--- config.mk ---
export PLATFORM = sky130hd
export DESIGN_NAME = traffic_light_xing
export DESIGN_NICKNAME = d
export VERILOG_FILES = /design/src/rtl/traffic_light_xing_pkg.sv /design/src/rtl/traffic_light_xing_phase_timer.sv /design/src/rtl/traffic_light_xing.sv
export SDC_FILE = /design/constraint.sdc
export NUM_CORES = 1
export LEC_CHECK = 0
export ABC_AREA = 1
export BUFFER_PORTS_ARGS = -buffer_cell sky130_fd_sc_hd__buf_2
export CAP_MARGIN = 20
export CORE_ASPECT_RATIO = 1.75
export CORE_UTILIZATION = 45
export CTS_CLUSTER_DIAMETER = 50
export DETAILED_ROUTE_END_ITERATION = 7
export PLACE_DENSITY = 0.71
export RECOVER_POWER = 25
export SETUP_SLACK_MARGIN = 0.3
export SYNTH_ARGS = -nofsm -noshare
export SYNTH_HDL_FRONTEND = slang
export SYNTH_SLANG_ARGS = --single-unit
--- constraint.sdc ---
create_clock -name clk -period 2.2 [get_ports clk]
set_input_delay 0.11 -clock clk [delete_from_list [all_inputs] [get_ports clk]]
set_output_delay 0.11 -clock clk [all_outputs]
set_load 0.02 [all_outputs]
--- src/rtl/traffic_light_xing_pkg.sv ---
// traffic_light_xing_pkg: shared state encoding for the intersection controller
package traffic_light_xing_pkg;
  localparam int STATE_W = 6;
  typedef enum logic [STATE_W-1:0] {
    S_AR = 6'b000001,
    S_G  = 6'b000010,
    S_Y  = 6'b000100,
    S_W  = 6'b001000,
    S_WC = 6'b010000,
    S_FL = 6'b100000
  } state_t;
endpackage

--- src/rtl/traffic_light_xing_phase_timer.sv ---
// traffic_light_xing_phase_timer: loadable down-counter timing each phase
// Ports: clk, rst (async high), load/load_val reload the count, done is high while count==0
module traffic_light_xing_phase_timer #(
  parameter int CNT_W = 8,
  parameter logic [CNT_W-1:0] RST_VAL = '0
) (
  input  logic             clk,
  input  logic             rst,
  input  logic             load,
  input  logic [CNT_W-1:0] load_val,
  output logic             done
);
  logic [CNT_W-1:0] cnt;
  always_ff @(posedge clk or posedge rst)
    if (rst) cnt <= RST_VAL;
    else cnt <= load ? load_val : cnt - 1'b1;
  assign done = cnt == '0;
endmodule

--- src/rtl/traffic_light_xing.sv ---
// traffic_light_xing: N-approach intersection controller with pedestrian walk and flash mode
// Ports: clk, rst (async high), pass (ped request), flash (flashing-yellow enable),
//        R/G/Y lamps per approach, walk lamp, dir = approach owning current/next green
module traffic_light_xing
  import traffic_light_xing_pkg::*;
#(
  parameter int N_DIR     = 2,
  parameter int CNT_W     = 8,
  parameter int G_CYC     = 20,
  parameter int Y_CYC     = 4,
  parameter int AR_CYC    = 2,
  parameter int PED_CYC   = 10,
  parameter int FLASH_CYC = 8
) (
  input  logic                     clk,
  input  logic                     rst,
  input  logic                     pass,
  input  logic                     flash,
  output logic [N_DIR-1:0]         R,
  output logic [N_DIR-1:0]         G,
  output logic [N_DIR-1:0]         Y,
  output logic                     walk,
  output logic [$clog2(N_DIR)-1:0] dir
);
  localparam int DIR_W = $clog2(N_DIR);
  localparam logic [CNT_W-1:0] G_LD  = CNT_W'(G_CYC - 1);
  localparam logic [CNT_W-1:0] Y_LD  = CNT_W'(Y_CYC - 1);
  localparam logic [CNT_W-1:0] AR_LD = CNT_W'(AR_CYC - 1);
  localparam logic [CNT_W-1:0] W_LD  = CNT_W'(PED_CYC - 1);
  localparam logic [CNT_W-1:0] FL_LD = CNT_W'(FLASH_CYC - 1);
  state_t state, state_nx;
  logic ped_req, flash_ph, load, done, fl_exit, served;
  logic [CNT_W-1:0] load_val;
  logic [N_DIR-1:0] lamp;
  always_ff @(posedge clk or posedge rst)
    if (rst) state <= S_AR;
    else state <= state_nx;
  always_comb begin
    state_nx = state;
    if (state == S_FL) state_nx = flash ? S_FL : S_AR;
    else if (flash) state_nx = S_FL;
    else if (done)
      case (state)
        S_AR:    state_nx = ped_req ? S_W : S_G;
        S_G:     state_nx = S_Y;
        S_Y:     state_nx = S_AR;
        S_W:     state_nx = S_WC;
        S_WC:    state_nx = S_G;
        default: state_nx = S_AR;
      endcase
  end
  // any state change reloads the timer, and so does expiry inside S_FL (half-period reload)
  assign load     = done || state_nx != state;
  assign load_val = state_nx == S_G  ? G_LD :
                    state_nx == S_Y  ? Y_LD :
                    state_nx == S_W  ? W_LD :
                    state_nx == S_FL ? FL_LD : AR_LD;
  traffic_light_xing_phase_timer #(.CNT_W(CNT_W), .RST_VAL(AR_LD)) u_timer (
    .clk(clk), .rst(rst), .load(load), .load_val(load_val), .done(done)
  );
  assign fl_exit = state == S_FL && !flash;
  assign served  = state == S_AR && state_nx == S_W;
  always_ff @(posedge clk or posedge rst)
    if (rst) begin
      dir      <= '0;
      ped_req  <= 1'b0;
      flash_ph <= 1'b0;
    end else begin
      dir      <= fl_exit ? '0 :
                  (state == S_Y && state_nx == S_AR) ? (dir == DIR_W'(N_DIR - 1) ? '0 : dir + 1'b1) : dir;
      // a new request in the same cycle as the clear is kept
      ped_req  <= (pass && state != S_W) || (ped_req && !served && !fl_exit);
      flash_ph <= state_nx != S_FL ? 1'b0 : state != S_FL ? 1'b1 : done ? ~flash_ph : flash_ph;
    end
  always_comb begin
    lamp = {{(N_DIR-1){1'b0}}, 1'b1} << dir;
    G    = state == S_G ? lamp : '0;
    Y    = state == S_Y ? lamp : state == S_FL ? {N_DIR{flash_ph}} : '0;
    R    = state == S_FL ? '0 : ~(G | Y);
    walk = state == S_W;
  end
endmodule

==> reports/qor.txt <==
ROUTE
--------------------------------------------------------------------------------------
Remaining design rule violation count                                                0
Routed length per instance                                                     14.8 um
Final Routed Wirelength                                                        3050 um
Count of antenna-violating nets left after detailed routing                          0
Via count                                                                        1,126
Post-detailed-route via-to-cell ratio                                             5.47
Initial DRC Count                                                                   50
First-pass iteration count of the detailed router                                    4

DIE
--------------------------------------------------------------------------------------
Initial standard-cell utilization of the core                                    0.471
Number of standard-cell rows in the floorplan                                       24
Die Wd                                                                         40.4 um
Io pins                                                                             12
Die Y                                                                          69.1 um
Overall die area                                                           0.00279 mm2
Area of the core                                                           0.00246 mm2

TIMING
--------------------------------------------------------------------------------------
Fin. max-slew vios                                                                   0
Final Cycle Share                                                                0.898
Max-Slew Margin vs Limit                                                         0.563
Final-report setup violation count                                                   0
Slew at the pin closest to its max-slew limit                                 0.655 ns
Setup skew after layout                                                     0.00339 ns
Final hold viol count                                                                0
Highest achievable clock rate                                                0.506 GHz
Final Critical Period                                                          1.98 ns
Setup repair after global routing missed its margin                               true
Final sum of negative setup slack                                                 0 ns

SETUP PATH
--------------------------------------------------------------------------------------
Nature of the critical path startpoint                                            flop
Number of buffers and inverters on the critical path                                 1
Largest stage delay on the critical path                                       0.61 ns
Launch instance of the worst register-to-register path                        state[0]
Crit path top cell by count                                               sky130_fd_sc_hd__nand2_2
Timing startpoint of the critical path                                        state[0]
Largest delay share family, worst path                                    simple AND/OR/NAND/NOR gates
CP required                                                                    2.35 ns
Critical-path cell with the highest stage delay                           sky130_fd_sc_hd__dfstp_2
Highest net fanout along the worst path                                              6
Category of the most critical setup path                                  flop to flop
Worst-path cell chain                                                     inv_1 -> nor2_1 -> nand3_1 -> nand2_2 -> nand3_4 -> nand2_1 -> nand2_2 -> nand2_2 -> nand2_2 -> nor2_4 -> nand2_4 -> nand2_2 -> nand2_1
Endpoint arrival time on the critical path                                     2.13 ns
CP Capture Type                                                                   flop

GRT
--------------------------------------------------------------------------------------
Overall fraction of global-route tracks in use                                   0.245
Pin count of the biggest net entering global routing                                18
Number of global-route vias before repair                                        1,153
Initial antenna violation count                                                      0
Global-route wire length before repair                                         4840 um
Grt ovf                                                                              0

SYNTH
--------------------------------------------------------------------------------------
Adder-cell share of the synthesized area                                        0.0216
Post-synthesis compound-gate area fraction                                      0.0594
Simple-gate share of the synthesized area                                        0.429
Area of the mapped netlist                                                 0.00116 mm2
Avg Inst Size Synth                                                           7.38 um2
Area share of xor/xnor cells in the synthesized design                          0.0529
Multiplexer share of the synthesized area                                            0
Post-synthesis sequential element count                                             17
Main combinational cell family by area after synthesis                    simple AND/OR/NAND/NOR gates
Post-Syn Nets                                                                      163
Synth Instances                                                                    157
Sequential area share after synthesis                                            0.369
Library cells used by synthesis                                                     27
Number of warnings printed during yosys synthesis                                    0

CLOCK NETWORK
--------------------------------------------------------------------------------------
Number of sinks handled by clock tree synthesis                                     17
Clk Tree Root Cell                                                        sky130_fd_sc_hd__clkbuf_8
Clock slew at the register clock pins of the worst setup and hold paths        0.07 ns
Insertion delay of the later-clocked pin in the worst-skew pair                0.25 ns
H-tree depth                                                                         1
Number of buffers on the longest clock path                                          2
Number of buffers created by CTS                                                     3
TritonCTS clock tree                                                             built

LAYOUT
--------------------------------------------------------------------------------------
Area of the multi-input gates                                                  771 um2
Area used by sequential logic in the layout                                    428 um2
Number of nets at the end of the flow                                              187
Fill cell count                                                                    220
Most common cell after layout, fill and taps aside                        sky130_fd_sc_hd__nand2_1
Non-Filler Instances                                                               206
Layout cells sized above 1                                                       0.400
Commonest cells after routing, fill and taps aside                        sky130_fd_sc_hd__nand2_1 (26), sky130_fd_sc_hd__nand2_2 (15), sky130_fd_sc_hd__nor2_1 (15), sky130_fd_sc_hd__dfrtp_1 (15), sky130_fd_sc_hd__nand3_1 (14)
Growth of design area from synthesis to finish                                   28.2%
Count of antenna diodes in the layout                                                0

OUTCOME
--------------------------------------------------------------------------------------
Status                                                                    finished, final reports clean

JOB
--------------------------------------------------------------------------------------
Max capacitance violation total                                                      0

POWER
--------------------------------------------------------------------------------------
Power density over the cells                                               1390 mW/mm2
Worst VDD drop                                                                0.753 mV
Leakage component of the power                                             0.000739 uW

PLACEMENT
--------------------------------------------------------------------------------------
Dpl hpwl                                                                       2060 um
Cells after DPL                                                                    193
Final estimated routing congestion in global placement                           0.882
Count of buffers from port buffering                                                11

HOLD PATH
--------------------------------------------------------------------------------------
Start point of the worst hold path                                                pass
Hold Path Class                                                           primary input to flop

==> kinds of logic after synthesis <==
kind of cell / count (synthesis)
AOI/OAI and AO/OA: 12
xor gates and xnor gates: 7
adders and majority gates: 2
buffers and inverters: 19
DFF: 17
and+or+nand+nor: 100
==> where the power goes <==
part	switching, uW	internal, uW	leakage (uW)
combinational	811	479	0.000497
sequential	115	424	0.000217
clock	110	126	0.0000255
==> cells in the mapped netlist <==
cell type                  number  area [um2]
sky130_fd_sc_hd__nand2_1       42         158
sky130_fd_sc_hd__a21oi_1        4        20.0
sky130_fd_sc_hd__ha_1           2        25.0
sky130_fd_sc_hd__inv_1         16        60.1
sky130_fd_sc_hd__o31ai_1        1        7.51
sky130_fd_sc_hd__nor2_1        17        63.8
sky130_fd_sc_hd__nand3_2        3        30.0
sky130_fd_sc_hd__dfrtp_1       15         375
sky130_fd_sc_hd__dfstp_2        2        52.6
sky130_fd_sc_hd__inv_2          2        7.51
sky130_fd_sc_hd__xor2_1         3        26.3
sky130_fd_sc_hd__nor3_1         4        20.0
sky130_fd_sc_hd__o211ai_1       1        7.51
sky130_fd_sc_hd__nor2_2         8        50.1
sky130_fd_sc_hd__nand3b_1       1        7.51
sky130_fd_sc_hd__o21ai_0        3        15.0
sky130_fd_sc_hd__nand4_2        1        12.5
sky130_fd_sc_hd__nand2_2        1        6.26
sky130_fd_sc_hd__nor2_4         4        45.0
sky130_fd_sc_hd__nand4_1        1        6.26
sky130_fd_sc_hd__o21ai_1        2        10.0
sky130_fd_sc_hd__buf_6          1        11.3
sky130_fd_sc_hd__nand2_4        1        11.3
sky130_fd_sc_hd__a21oi_2        1        8.76
sky130_fd_sc_hd__nand3_1       16        80.1
sky130_fd_sc_hd__xnor2_1        4        35.0
sky130_fd_sc_hd__or3_1          1        6.26
==> worst reg2reg max path: stages, from the launching register on <==
cell	delay (ns)
sky130_fd_sc_hd__dfstp_2	0.61
sky130_fd_sc_hd__inv_1	0.07
sky130_fd_sc_hd__nor2_1	0.12
sky130_fd_sc_hd__nand3_1	0.17
sky130_fd_sc_hd__nand2_2	0.14
sky130_fd_sc_hd__nand3_4	0.07
sky130_fd_sc_hd__nand2_1	0.09
sky130_fd_sc_hd__nand2_2	0.06
sky130_fd_sc_hd__nand2_2	0.07
sky130_fd_sc_hd__nand2_2	0.06
sky130_fd_sc_hd__nor2_4	0.19
sky130_fd_sc_hd__nand2_4	0.11
sky130_fd_sc_hd__nand2_2	0.07
sky130_fd_sc_hd__nand2_1	0.04
==> state kept, by name, summed over array words and instances, names as in the netlist <==
signal and flops:
dir 1, flash_ph 1, ped_req 1, state 6, u_timer.cnt 8
==> path summary, 6_finish.rpt <==
path                                        to  depth (start not counted)  slack, ns
worst min register to register  u_timer.cnt[0]                          1       0.48
min in group asynchronous       u_timer.cnt[1]                          3       0.49
worst min-delay path                   ped_req                          3       0.06
worst max-delay path            u_timer.cnt[1]                         13       0.22
worst max register to register  u_timer.cnt[1]                         13       0.22
max in group asynchronous       u_timer.cnt[3]                          3       1.30
==> per-layer routing <==
| metal | part of all wire | track usage |
|---|---|---|
| met4 | 0.035 | 0.137 |
| met3 | 0.031 | 0.0257 |
| met5 | 0 | 0 |
| met1 | 0.35 | 0.259 |
| met2 | 0.59 | 0.422 |
==> what timing repair did <==
action,in CTS,in global routing
pin swaps,10,8
hold endpoints to repair,15,0
hold buffers,1,0
buffers inserted,6,2
resized for setup,16,21
endpoints found under the setup margin,12,12
cloned,0,0
==> area by class of cell <==
class,count,area share
inverter,18,0.0455
timing repair buffer,20,0.0944
multi-input combinational,121,0.519
clock buffer,3,0.0278
sequential,17,0.288
tap,26,0.0219
clock inverter,1,0.00337
==> stage by stage <==
stage,util,worst slack (ns),instance area [um2],hold WS [ns],total power [uW]
2_1_floorplan,-,0.341,1160,0.0346,1330
3_3_place_gp,0.502,0.220,1230,0.236,1530
3_5_place_dp,0.502,0.180,1230,0.233,1550
4_1_cts,0.568,0.290,1400,0.0596,1930
5_1_grt,0.603,0.0383,1490,0.0784,2220
6_report,0.603,0.224,1490,0.0563,2060
(Power assumes the default switching activity.)
